### src/rtl/rx_gearbox.sv
`default_nettype none
// ============================================================================
// Module   : rx_gearbox
// Brief    : PCS lane receive gearbox; repacks DATA_W-bit deserializer words
//            into 66-bit blocks (2-bit sync header + 64-bit payload) and
//            applies single-bit slips requested by block sync.
// Revision : 1.0 - initial release
// ============================================================================
module rx_gearbox #(
    parameter int DATA_W = 32
) (
    input  logic              clk,
    input  logic              reset,
    input  logic [DATA_W-1:0] data_in,
    input  logic              bitslip,
    output logic [1:0]        sync_bits,
    output logic [63:0]       payload,
    output logic              block_valid
);

    localparam int BLOCK_W = 66;
    localparam int BUF_W   = 65;
    localparam int COMB_W  = BUF_W + 64;

    generate
        if (DATA_W != 32 && DATA_W != 64) begin : g_bad_width
            $error("rx_gearbox: DATA_W must be 32 or 64");
        end
    endgenerate

    logic [BUF_W-1:0]  bit_buf;
    logic [6:0]        fill;
    logic              slip_pend;

    logic [COMB_W-1:0] comb_raw;
    logic [COMB_W-1:0] comb;
    logic [7:0]        total_raw;
    logic [7:0]        total;
    logic              take;
    logic [6:0]        fill_nxt;
    logic [BUF_W-1:0]  keep_mask;
    logic [BUF_W-1:0]  buf_nxt;

    always_comb begin
        comb_raw  = COMB_W'(bit_buf) | (COMB_W'(data_in) << fill);
        total_raw = {1'b0, fill} + 8'(DATA_W);

        // A pending slip discards the oldest bit before any block is cut.
        if (slip_pend) begin
            comb  = comb_raw >> 1;
            total = total_raw - 8'd1;
        end else begin
            comb  = comb_raw;
            total = total_raw;
        end

        take = (total >= 8'd66);
        if (take) begin
            fill_nxt = 7'(total - 8'd66);
            buf_nxt  = {2'b00, comb[COMB_W-1:BLOCK_W]};
        end else begin
            fill_nxt = total[6:0];
            buf_nxt  = comb[BUF_W-1:0];
        end

        keep_mask = ~({BUF_W{1'b1}} << fill_nxt);
        buf_nxt   = buf_nxt & keep_mask;
    end

    always_ff @(posedge clk or posedge reset) begin
        if (reset) begin
            bit_buf     <= '0;
            fill        <= '0;
            slip_pend   <= 1'b0;
            sync_bits   <= 2'b00;
            payload     <= '0;
            block_valid <= 1'b0;
        end else begin
            bit_buf     <= buf_nxt;
            fill        <= fill_nxt;
            block_valid <= take;
            // Only a freshly presented header may trigger a slip.
            slip_pend   <= block_valid & bitslip;
            if (take) begin
                sync_bits <= comb[1:0];
                payload   <= comb[BLOCK_W-1:2];
            end
        end
    end

endmodule
`default_nettype wire

### config.mk
export PLATFORM = sky130hd
export DESIGN_NAME = rx_gearbox
export DESIGN_NICKNAME = d
export VERILOG_FILES = /design/src/rtl/rx_gearbox.sv
export SDC_FILE = /design/constraint.sdc
export NUM_CORES = 1
export LEC_CHECK = 0
export ABC_CLOCK_PERIOD_IN_PS = 5700
export BUFFER_PORTS_ARGS = -buffer_cell sky130_fd_sc_hd__buf_2
export CAP_MARGIN = 30
export CORE_UTILIZATION = 32
export DETAILED_ROUTE_END_ITERATION = 7
export PLACE_DENSITY = 0.56
export SYNTH_ARGS = -nofsm -noshare
export SYNTH_HDL_FRONTEND = slang
export SYNTH_SLANG_ARGS = --single-unit
export TNS_END_PERCENT = 100
### constraint.sdc
create_clock -name clk -period 5.7 [get_ports clk]
set_input_delay 0.285 -clock clk [delete_from_list [all_inputs] [get_ports clk]]
set_output_delay 0.285 -clock clk [all_outputs]
set_load 0.1 [all_outputs]
==> reports/metrics.csv, run 1 <==
stage;metric;value;unit
clock_tree;CTS tree;built;
floorplan;initial core utilization;32.8;%
synth;Post-synth ARST share;100;%
synth;dominant synthesized flop cell;dfrtp_1;
synth;syn nets;1354;
timing;TNS Setup;0;ps
timing;Fin. Hold Viols;2;
synth;Yosys top cell area share;30.6;%
run_status;status;complete, but fails checks;
timing;Max Slew Vio Count;0;
clock_tree;post-CTS resize count;0;
worst_setup_path;Data required, critical path;5950;ps
worst_setup_path;critical path arrival;4630;ps
worst_setup_path;worst-path maximum fanout;43;
final_layout;Fill cells;3658;
clock_tree;CTS buffer count;17;
placement;number of buffers added on ports;101;
synth;Ys Warns;0;
drt;WL/cell;27.3;um
floorplan;Die Wd;191;um
drt;Routed WL;49.6;mm
synth;Yosys cell types;92;
global_routing;global route overflow;0;
global_routing;first-pass GRT wire length;74.3;mm
clock_tree;Clock Path Buffers;2;
worst_setup_path;CP Launch Type;flop;
drt;post-route ant nets;0;
floorplan;total core area;0.0349;mm2
timing;Hold Slack;-8.57;ps
min_path;type of the most critical hold path;input pin to async pin;
synth;most numerous cell in the Yosys netlist;nand2_1;
floorplan;FP Rows;68;
synth;Synth top cells by count;nand2_1, dfrtp_1, nor2_1, a21oi_1, o21ai_0;
clock_tree;hold_buf cts;0;
synth;sequential area share after synthesis;30.6;%
timing;Tcrit/Tclk final;76.8;%
final_layout;diode count;0;
synth;Syn Std Cell Area;0.0115;mm2
placement;Placed Cells;1787;
floorplan;die area;0.0366;mm2
synth;Mapped Cells;1315;
synth;leading area contributor after synthesis;dfrtp_1;
timing;Clock Skews;12.4;ps
drt;drt initial violations;1840;
synth;Synth Area in Adders;0.437;%
clock_tree;Root Driver;clkbuf_16;
synth;xor/xnor share of the synthesized area;0.601;%
global_routing;Total GRT Usage;27.3;%
flow_run;Max-cap violations;0;
synth;Syn Area/Cell;8.71;um2
timing;Worst slew margin;27.7;%
synth;fraction of synthesized area in multiplexers;18.1;%
worst_setup_path;critical path capture point type;flop;
timing;Final Critical Period;4380;ps
drt;1st-pass router iterations;6;
synth;simple-gate share of the synthesized area;16.0;%
drt;Vias;11700;
final_layout;ratio of cells with drive above 1 in the final layout;22.3;%
timing;final-report setup violation count;0;
global_routing;initial antenna violation count;0;
synth;number of enable flip-flop cells after synthesis;0;
synth;#FFs+latches synth;140;
clock_tree;H-tree Lvls;4;
synth;combinational family with the most area after synthesis;compound AO/OA/AOI/OAI gates;
timing;RSZ-0062 raised after global routing;false;
final_layout;Nets;1390;
floorplan;die height;191;um
placement;placer congestion estimate;1.03;
global_routing;largest net degree at the start of global routing;87;
drt;Avg Vias per Cell;6.44;
global_routing;vias in the first global route;11100;
synth;Area contributors post-synth;dfrtp_1, mux4_2, nand2_1;
placement;DP Wirelength;36.4;mm
drt;DRC;0;
timing;Peak Freq;228;MHz
run_status;failing checks;hold timing;
clock_tree;# clock sinks;140;
clock_tree;Worst-path clk slew;70;ps
final_layout;fin cells;1819;
clock_tree;worst skew pair latency;440;ps
synth;Compound-Gate Fraction of Synth Area;29.0;%
clock_tree;Post-CTS Setup Repair Bufs;0;
worst_setup_path;Setup Crit Path Kind;flop to flop;
floorplan;# IOs;102;
final_layout;area delta synth->final;11.7;%
timing;worst-margin pin slew;1080;ps
## per-stage QoR
step	instance area (um2)	setup slack, ps	utilization (%)
final	12800	1320	36.7
after global routing	12800	1200	36.7
after CTS	12800	1430	36.7
after detailed placement	12200	1470	35.0
after global placement	12200	1450	35.0
after floorplan	11500	1660	-
## cell usage in the layout (no fill, tap or decap), types with 8 or more instances in the layout
master,n
a211oi_1,33
a21o_1,20
a21oi_1,112
a221o_1,10
a221oi_1,19
a22o_1,13
a22oi_1,29
a2bb2oi_1,12
and2_1,21
and3_1,10
buf_2,102
buf_4,26
clkbuf_16,17
dfrtp_1,138
inv_1,13
mux2_2,55
mux2i_1,43
mux4_1,9
mux4_2,28
nand2_1,167
nand2b_1,10
nand3_1,14
nor2_1,120
nor3_1,19
o211ai_1,14
o21ai_0,92
o21bai_1,8
o22ai_1,26
or2_2,9
## kinds of logic (layout without fill, tap and decap cells)
| family | after synthesis | count (layout) |
|---|---|---|
| multiplexers | 145 | 145 |
| buffers and inverters | 132 | 181 |
| adder cells (fa/ha/maj) | 4 | 4 |
| flip-flops | 140 | 140 |
| AND/OR/NAND/NOR | 406 | 406 |
| AO/OA/AOI/OAI | 481 | 481 |
| XOR/XNOR | 7 | 7 |
## registers in the layout, summed over array words and instances, names as in the netlist
signal	cells
block_valid	1
fill	7
payload	64
sync_bits	2
bit_buf	65
slip_pend	1
## metal layers
layer  part of all wire (%)  routed length, um  up-vias  track usage, %
li1                       -                  -     5067               -
met1                     41              20600     5783            37.3
met2                     43              21300      720            40.1
met3                    9.5               4740      146            5.54
met4                    6.0               3000        0            15.2
met5                      0                  0        -               0
## worst paths after layout
check,start,cells after the start,to,slack [ps]
max,fill[0],8,bit_buf[4],1320
min,reset,2,payload[22],-9
max reg2reg,fill[0],8,bit_buf[4],1320
min reg2reg,payload[56],2,payload[56],470
max in group asynchronous,reset,3,bit_buf[42],4360
min in group clk,bitslip,2,slip_pend,80
## final cells by class
type,instances,area [um2],area share (%)
sequential,140,3510,27.4
clock inverter,14,138,1.08
timing repair buffer,128,706,5.52
clock buffer,18,439,3.43
multi-input combinational,1043,7350,57.5
tap,455,569,4.45
inverter,21,83.8,0.655
## critical path, cell delays in order (launching register included)
cell      delay [ps]
dfrtp_2          360
buf_4            540
mux4_1           720
mux2_2           390
mux2_4           300
a222oi_1         890
o21ai_0          260
a211oi_1         590
a221oi_1         110
Power of run 1 is not shown: default switching activity piles up to over one toggle a cycle in this logic, so the estimate is an artifact.
==> run 2, diff against run 1 <==
Settings changed: ABC_AREA from default to 1, ABC_CLOCK_PERIOD_IN_PS 5700 to 4300.
Clock period 5.7 ns to 4.3 ns, I/O delays scaled along.
==> run 2 against run 1 <==
Effect of this change:
- the flow finishes with violations (DRC)
- final cell count grew 30%
- clock-buffer cell count grew 2
- first-iteration DRC count grew 3.2%
- synthesized cell count grew 44%
- die area grew 1.4%
- critical endpoint is now bit_buf[2]
- critical path depth grew 6
- area after synthesis grew 1.5%
- global-route usage grew 1.3 points
==> reports/metrics.csv, run 2 <==
stage;metric;value;unit
placement;placer congestion estimate;1.01;
timing;worst-margin pin slew;986;ps
drt;1st-pass router iterations;8;
floorplan;FP Rows;69;
worst_setup_path;worst-path maximum fanout;44;
worst_setup_path;R2R Path Start;fill[3];
final_layout;ratio of cells with drive above 1 in the final layout;10.6;%
flow_run;Max-cap violations;0;
final_layout;Nets;1938;
synth;Synth top cells by count;nand3_1, nand2_1, dfrtp_1, inv_1, nand4_1;
floorplan;total core area;0.0357;mm2
timing;TNS Setup;0;ps
drt;post-route ant nets;0;
synth;most numerous cell in the Yosys netlist;nand3_1;
timing;Final Critical Period;3530;ps
worst_setup_path;critical path arrival;3850;ps
synth;#FFs+latches synth;140;
timing;Peak Freq;284;MHz
global_routing;largest net degree at the start of global routing;119;
synth;Yosys top cell area share;30.1;%
synth;Syn Std Cell Area;0.0116;mm2
final_layout;most common cell after layout, fill and taps aside;nand3_1;
floorplan;die area;0.0371;mm2
worst_setup_path;Setup Crit Path Kind;flop to flop;
floorplan;Die Wd;193;um
clock_tree;Root Driver;clkbuf_16;
worst_setup_path;CP Launch Type;flop;
drt;WL/cell;22.1;um
drt;Avg Vias per Cell;5.76;
clock_tree;CTS tree;built;
min_path;type of the most critical hold path;input pin to async pin;
synth;Area contributors post-synth;dfrtp_1, nand3_1, nand2_1;
synth;dominant synthesized flop cell;dfrtp_1;
timing;final-report setup violation count;0;
timing;RSZ-0062 raised after global routing;false;
drt;drt initial violations;1899;
synth;Syn Area/Cell;6.15;um2
synth;Ys Warns;0;
final_layout;Top Registers;bit_buf: 65 flops, payload: 64 flops, fill: 7 flops;
final_layout;diode count;0;
timing;Max Slew Vio Count;0;
final_layout;Largest register FFs;65;
synth;Yosys cell types;39;
clock_tree;# clock sinks;140;
final_layout;most frequent cells in the layout;nand3_1, nand2_1, dfrtp_1;
synth;leading area contributor after synthesis;dfrtp_1;
floorplan;initial core utilization;32.6;%
placement;DP Wirelength;40.0;mm
placement;number of buffers added on ports;101;
clock_tree;Worst-path clk slew;70;ps
placement;Place WS;917;ps
final_layout;area delta synth->final;11.7;%
final_layout;Largest Register;bit_buf;
timing;Setup WS post-layout;773;ps
worst_setup_path;Data required, critical path;4620;ps
clock_tree;Post-CTS Setup Repair Bufs;0;
worst_setup_path;Worst R2R End;bit_buf[2];
synth;sequential area share after synthesis;30.1;%
timing;Tcrit/Tclk final;82.0;%
clock_tree;hold_buf cts;2;
floorplan;die height;193;um
drt;DRC;4;
clock_tree;H-tree Lvls;4;
synth;Mapped Cells;1890;
synth;number of enable flip-flop cells after synthesis;0;
floorplan;# IOs;102;
worst_setup_path;critical path capture point type;flop;
clock_tree;worst skew pair latency;440;ps
clock_tree;Clock Path Buffers;2;
synth;syn nets;1929;
clock_tree;CTS buffer count;17;
run_status;status;complete, but fails checks;
timing;Worst slew margin;34.3;%
drt;Vias;13700;
worst_setup_path;reg2reg path depth;14;
global_routing;vias in the first global route;12400;
global_routing;Total GRT Usage;28.6;%
drt;Routed WL;52.6;mm
global_routing;first-pass GRT wire length;78.5;mm
clock_tree;post-CTS resize count;0;
global_routing;global route overflow;0;
global_routing;initial antenna violation count;0;
worst_setup_path;Worst R2R Setup Slack;770;ps
timing;Clock Skews;14.3;ps
run_status;failing checks;DRC;
synth;Post-synth ARST share;100;%
timing;Fin. Hold Viols;0;
==> run 2: worst max-delay path by stage <==
| stage | startpoint | slack (ps) | end | cells after the start |
|---|---|---|---|---|
| 2_1_floorplan | reset | 330 | bit_buf[0] | 1 |
| 3_3_place_gp | fill[3] | 990 | bit_buf[2] | 14 |
| 3_5_place_dp | fill[3] | 920 | bit_buf[2] | 14 |
| 4_1_cts | fill[3] | 900 | bit_buf[2] | 14 |
| 5_1_grt | fill[3] | 520 | bit_buf[2] | 14 |
| 6_report | fill[3] | 770 | bit_buf[2] | 14 |
==> run 2: area by class of cell <==
class	count	area (um2)
clock buffers	20	447
clock inverters	12	138
fillers	3927	22700
inverters	110	424
multi-input cells	1500	7110
flip-flops and latches	140	3510
well taps	461	577
repair buffers	130	781
==> run 2: logic make-up (layout without fill, tap and decap cells) <==
group	after synthesis	after routing	share of synthesized area (%)
adder cells (fa/ha/maj)	4	4	0.431
flip-flops	140	140	30.1
AO/OA/AOI/OAI	117	117	5.28
buffers and inverters	250	272	8.67
multiplexers	1	1	0.0861
XOR/XNOR	4	4	0.366
AND/OR/NAND/NOR	1374	1374	55.0
==> run 2: metal layers <==
metal	GRT usage (%)	vias to the layer above	part of all wire [%]
met1	39.1	6485	44
met4	10.5	0	3.4
met3	4.33	80	7.2
met5	0	-	0
met2	45.4	614	45
li1	-	6494	-
==> run 2: metrics by stage <==
stage	instances	hold slack, ps	instance area, um2	utilization [%]
floorplan	1890	315	11600	-
global placement	2337	424	12300	34.6
detailed placement	2339	427	12400	34.7
CTS	2373	478	13000	36.4
global route	2373	491	13000	36.4
finish	2373	464	13000	36.4
==> run 2: worst max-delay path: stages (launching register included) <==
cell and delay (ps):
dfrtp_1 580, nor2_8 270, inv_2 150, nor2_1 200, nand2_1 80, xor2_1 310
nand2_4 140, nand2_4 380, nand2_1 170, nand2_4 260, inv_4 110, nor2_2 250
nand3_1 250, nor2_1 170, nor2_1 50
Power of run 2 is left out for the same reason.
==> run 3, diff against run 2 <==
Settings changed: ABC_CLOCK_PERIOD_IN_PS 4300 to 2900, PLACE_DENSITY 0.56 to 0.58.
Clock period 4.3 ns to 2.9 ns, I/O delays scaled along.
==> run 3 against run 2 <==
Effect of this change:
- the run still ends with DRC left
- first-iteration DRC count fell by 16%
- sequential share of layout area shrank 0.75 points
- non-clock buffer count up 41
- clock skew rose by 7.7 ps
- final cell count up 1.6%
- maximum frequency is 28% higher
- via count increased by 0.69%
- critical path depth unchanged
- hold slack lost 65 ps
- global-route usage barely moved
- die area is the same
- flip-flop and latch count is the same
==> reports/metrics.csv, run 3 (synthesis results as in run 2) <==
stage;metric;value;unit
worst_setup_path;CP Launch Type;flop;
worst_setup_path;critical path capture point type;flop;
placement;Placed Area;0.0127;mm2
run_status;failing checks;DRC;
placement;Placed Cells;2378;
global_routing;global route overflow;0;
drt;Avg Vias per Cell;5.71;
clock_tree;worst skew pair latency;440;ps
clock_tree;CTS tree;built;
final_layout;Top Registers;bit_buf: 65 flops, payload: 64 flops, fill: 7 flops;
floorplan;Die Wd;193;um
floorplan;FP Rows;69;
floorplan;initial core utilization;32.6;%
timing;Max Slew Vio Count;0;
drt;drt initial violations;1592;
final_layout;final instance area;0.0134;mm2
clock_tree;CTS buffer count;17;
worst_setup_path;Setup Crit Path Kind;flop to flop;
final_layout;area occupied by multi-input gates;0.00715;mm2
final_layout;fin cells;2412;
final_layout;Fill cells;3917;
drt;Routed WL;52.4;mm
floorplan;die area;0.0371;mm2
global_routing;vias in the first global route;12700;
timing;TNS Setup;0;ps
global_routing;initial antenna violation count;0;
drt;WL/cell;21.7;um
timing;Clock Skews;22.1;ps
worst_setup_path;worst-path maximum fanout;34;
timing;Peak Freq;364;MHz
placement;number of buffers added on ports;101;
drt;post-route ant nets;0;
flow_run;Max-cap violations;0;
clock_tree;Root Driver;clkbuf_16;
final_layout;diode count;0;
final_layout;Largest Register;bit_buf;
worst_setup_path;Data required, critical path;3240;ps
clock_tree;H-tree Lvls;4;
timing;final-report setup violation count;0;
final_layout;Nets;1979;
timing;Worst slew margin;40.6;%
final_layout;ratio of cells with drive above 1 in the final layout;12.9;%
final_layout;most frequent cells in the layout;nand3_1, nand2_1, dfrtp_1;
clock_tree;Clock Path Buffers;2;
floorplan;die height;193;um
placement;DP Wirelength;40.1;mm
drt;1st-pass router iterations;8;
global_routing;first-pass GRT wire length;78.9;mm
timing;Tcrit/Tclk final;94.8;%
final_layout;register area;0.00351;mm2
floorplan;total core area;0.0357;mm2
timing;worst-margin pin slew;891;ps
min_path;type of the most critical hold path;input pin to async pin;
drt;DRC;7;
clock_tree;Worst-path clk slew;70;ps
final_layout;Largest register FFs;65;
timing;Final Critical Period;2750;ps
worst_setup_path;critical path arrival;3090;ps
floorplan;# IOs;102;
placement;placer congestion estimate;1.04;
global_routing;Total GRT Usage;28.7;%
final_layout;area delta synth->final;14.9;%
drt;Vias;13800;
final_layout;most common cell after layout, fill and taps aside;nand3_1;
global_routing;largest net degree at the start of global routing;143;
run_status;status;complete, but fails checks;
timing;Fin. Hold Viols;0;
clock_tree;# clock sinks;140;
[run 3: cell count changes in the layout (fill, tap and decap cells not counted), sizes merged]
cell	delta
buf	+41
clkbuf	-1
inv	-5
bufinv	-1
clkinv	+5
[run 3: cell type report]
type,count,area share [%]
clock buffer,19,3.32
clock inverter,11,0.731
inverter,110,3.16
multi-input combinational,1500,53.5
sequential,140,26.3
tap,461,4.32
timing repair buffer,171,8.71
[run 3: path summary, 6_finish.rpt]
| path | slack (ps) | cells past startpoint | startpoint | endpoint |
|---|---|---|---|---|
| worst max-delay path | 150 | 14 | fill[0] | bit_buf[64] |
| worst min-delay path | 400 | 4 | reset | payload[57] |
| worst max register to register | 150 | 14 | fill[0] | bit_buf[64] |
| worst min register to register | 470 | 2 | payload[1] | payload[1] |
| max in group asynchronous | 2190 | 4 | reset | sync_bits[1] |
| min in group clk | 430 | 4 | bitslip | slip_pend |
[run 3: metrics by stage]
step                setup slack [ps]  hold WS (ps)  util (%)
floorplan                       99.9           245         -
global placement                 126           361      35.6
detailed placement               124           315      35.7
CTS                             93.2           391      37.2
global route                   -16.5           450      37.5
finish                           150           399      37.5
[run 3: routing by layer]
metal,vias to the layer above,share of wire [%],global-route usage (%)
li1,6564,-,-
met1,6543,44,38.8
met2,570,45,45.0
met3,90,7.1,4.75
met4,0,4.0,11.8
met5,-,0,0
[run 3: what timing repair did]
item                       in CTS  in global routing
hold endpoints to repair      141                  0
hold buffers                    2                  0
gates resized for setup         0                 10
setup endpoints to repair       0                 39
setup buffers                   0                  1
[run 3: critical path: stages (launching register included)]
cell and delay, ps:
dfrtp_1 420, buf_4 150, buf_4 220, nand2_1 110
nand3_1 110, nand3_1 150, nand3_1 120, nand3_1 230
nand2_1 220, nand2_1 110, nand2_1 80, o21ai_0 440
nor2_1 130, nand2_1 90, inv_1 40
Power of run 3 is left out for the same reason.
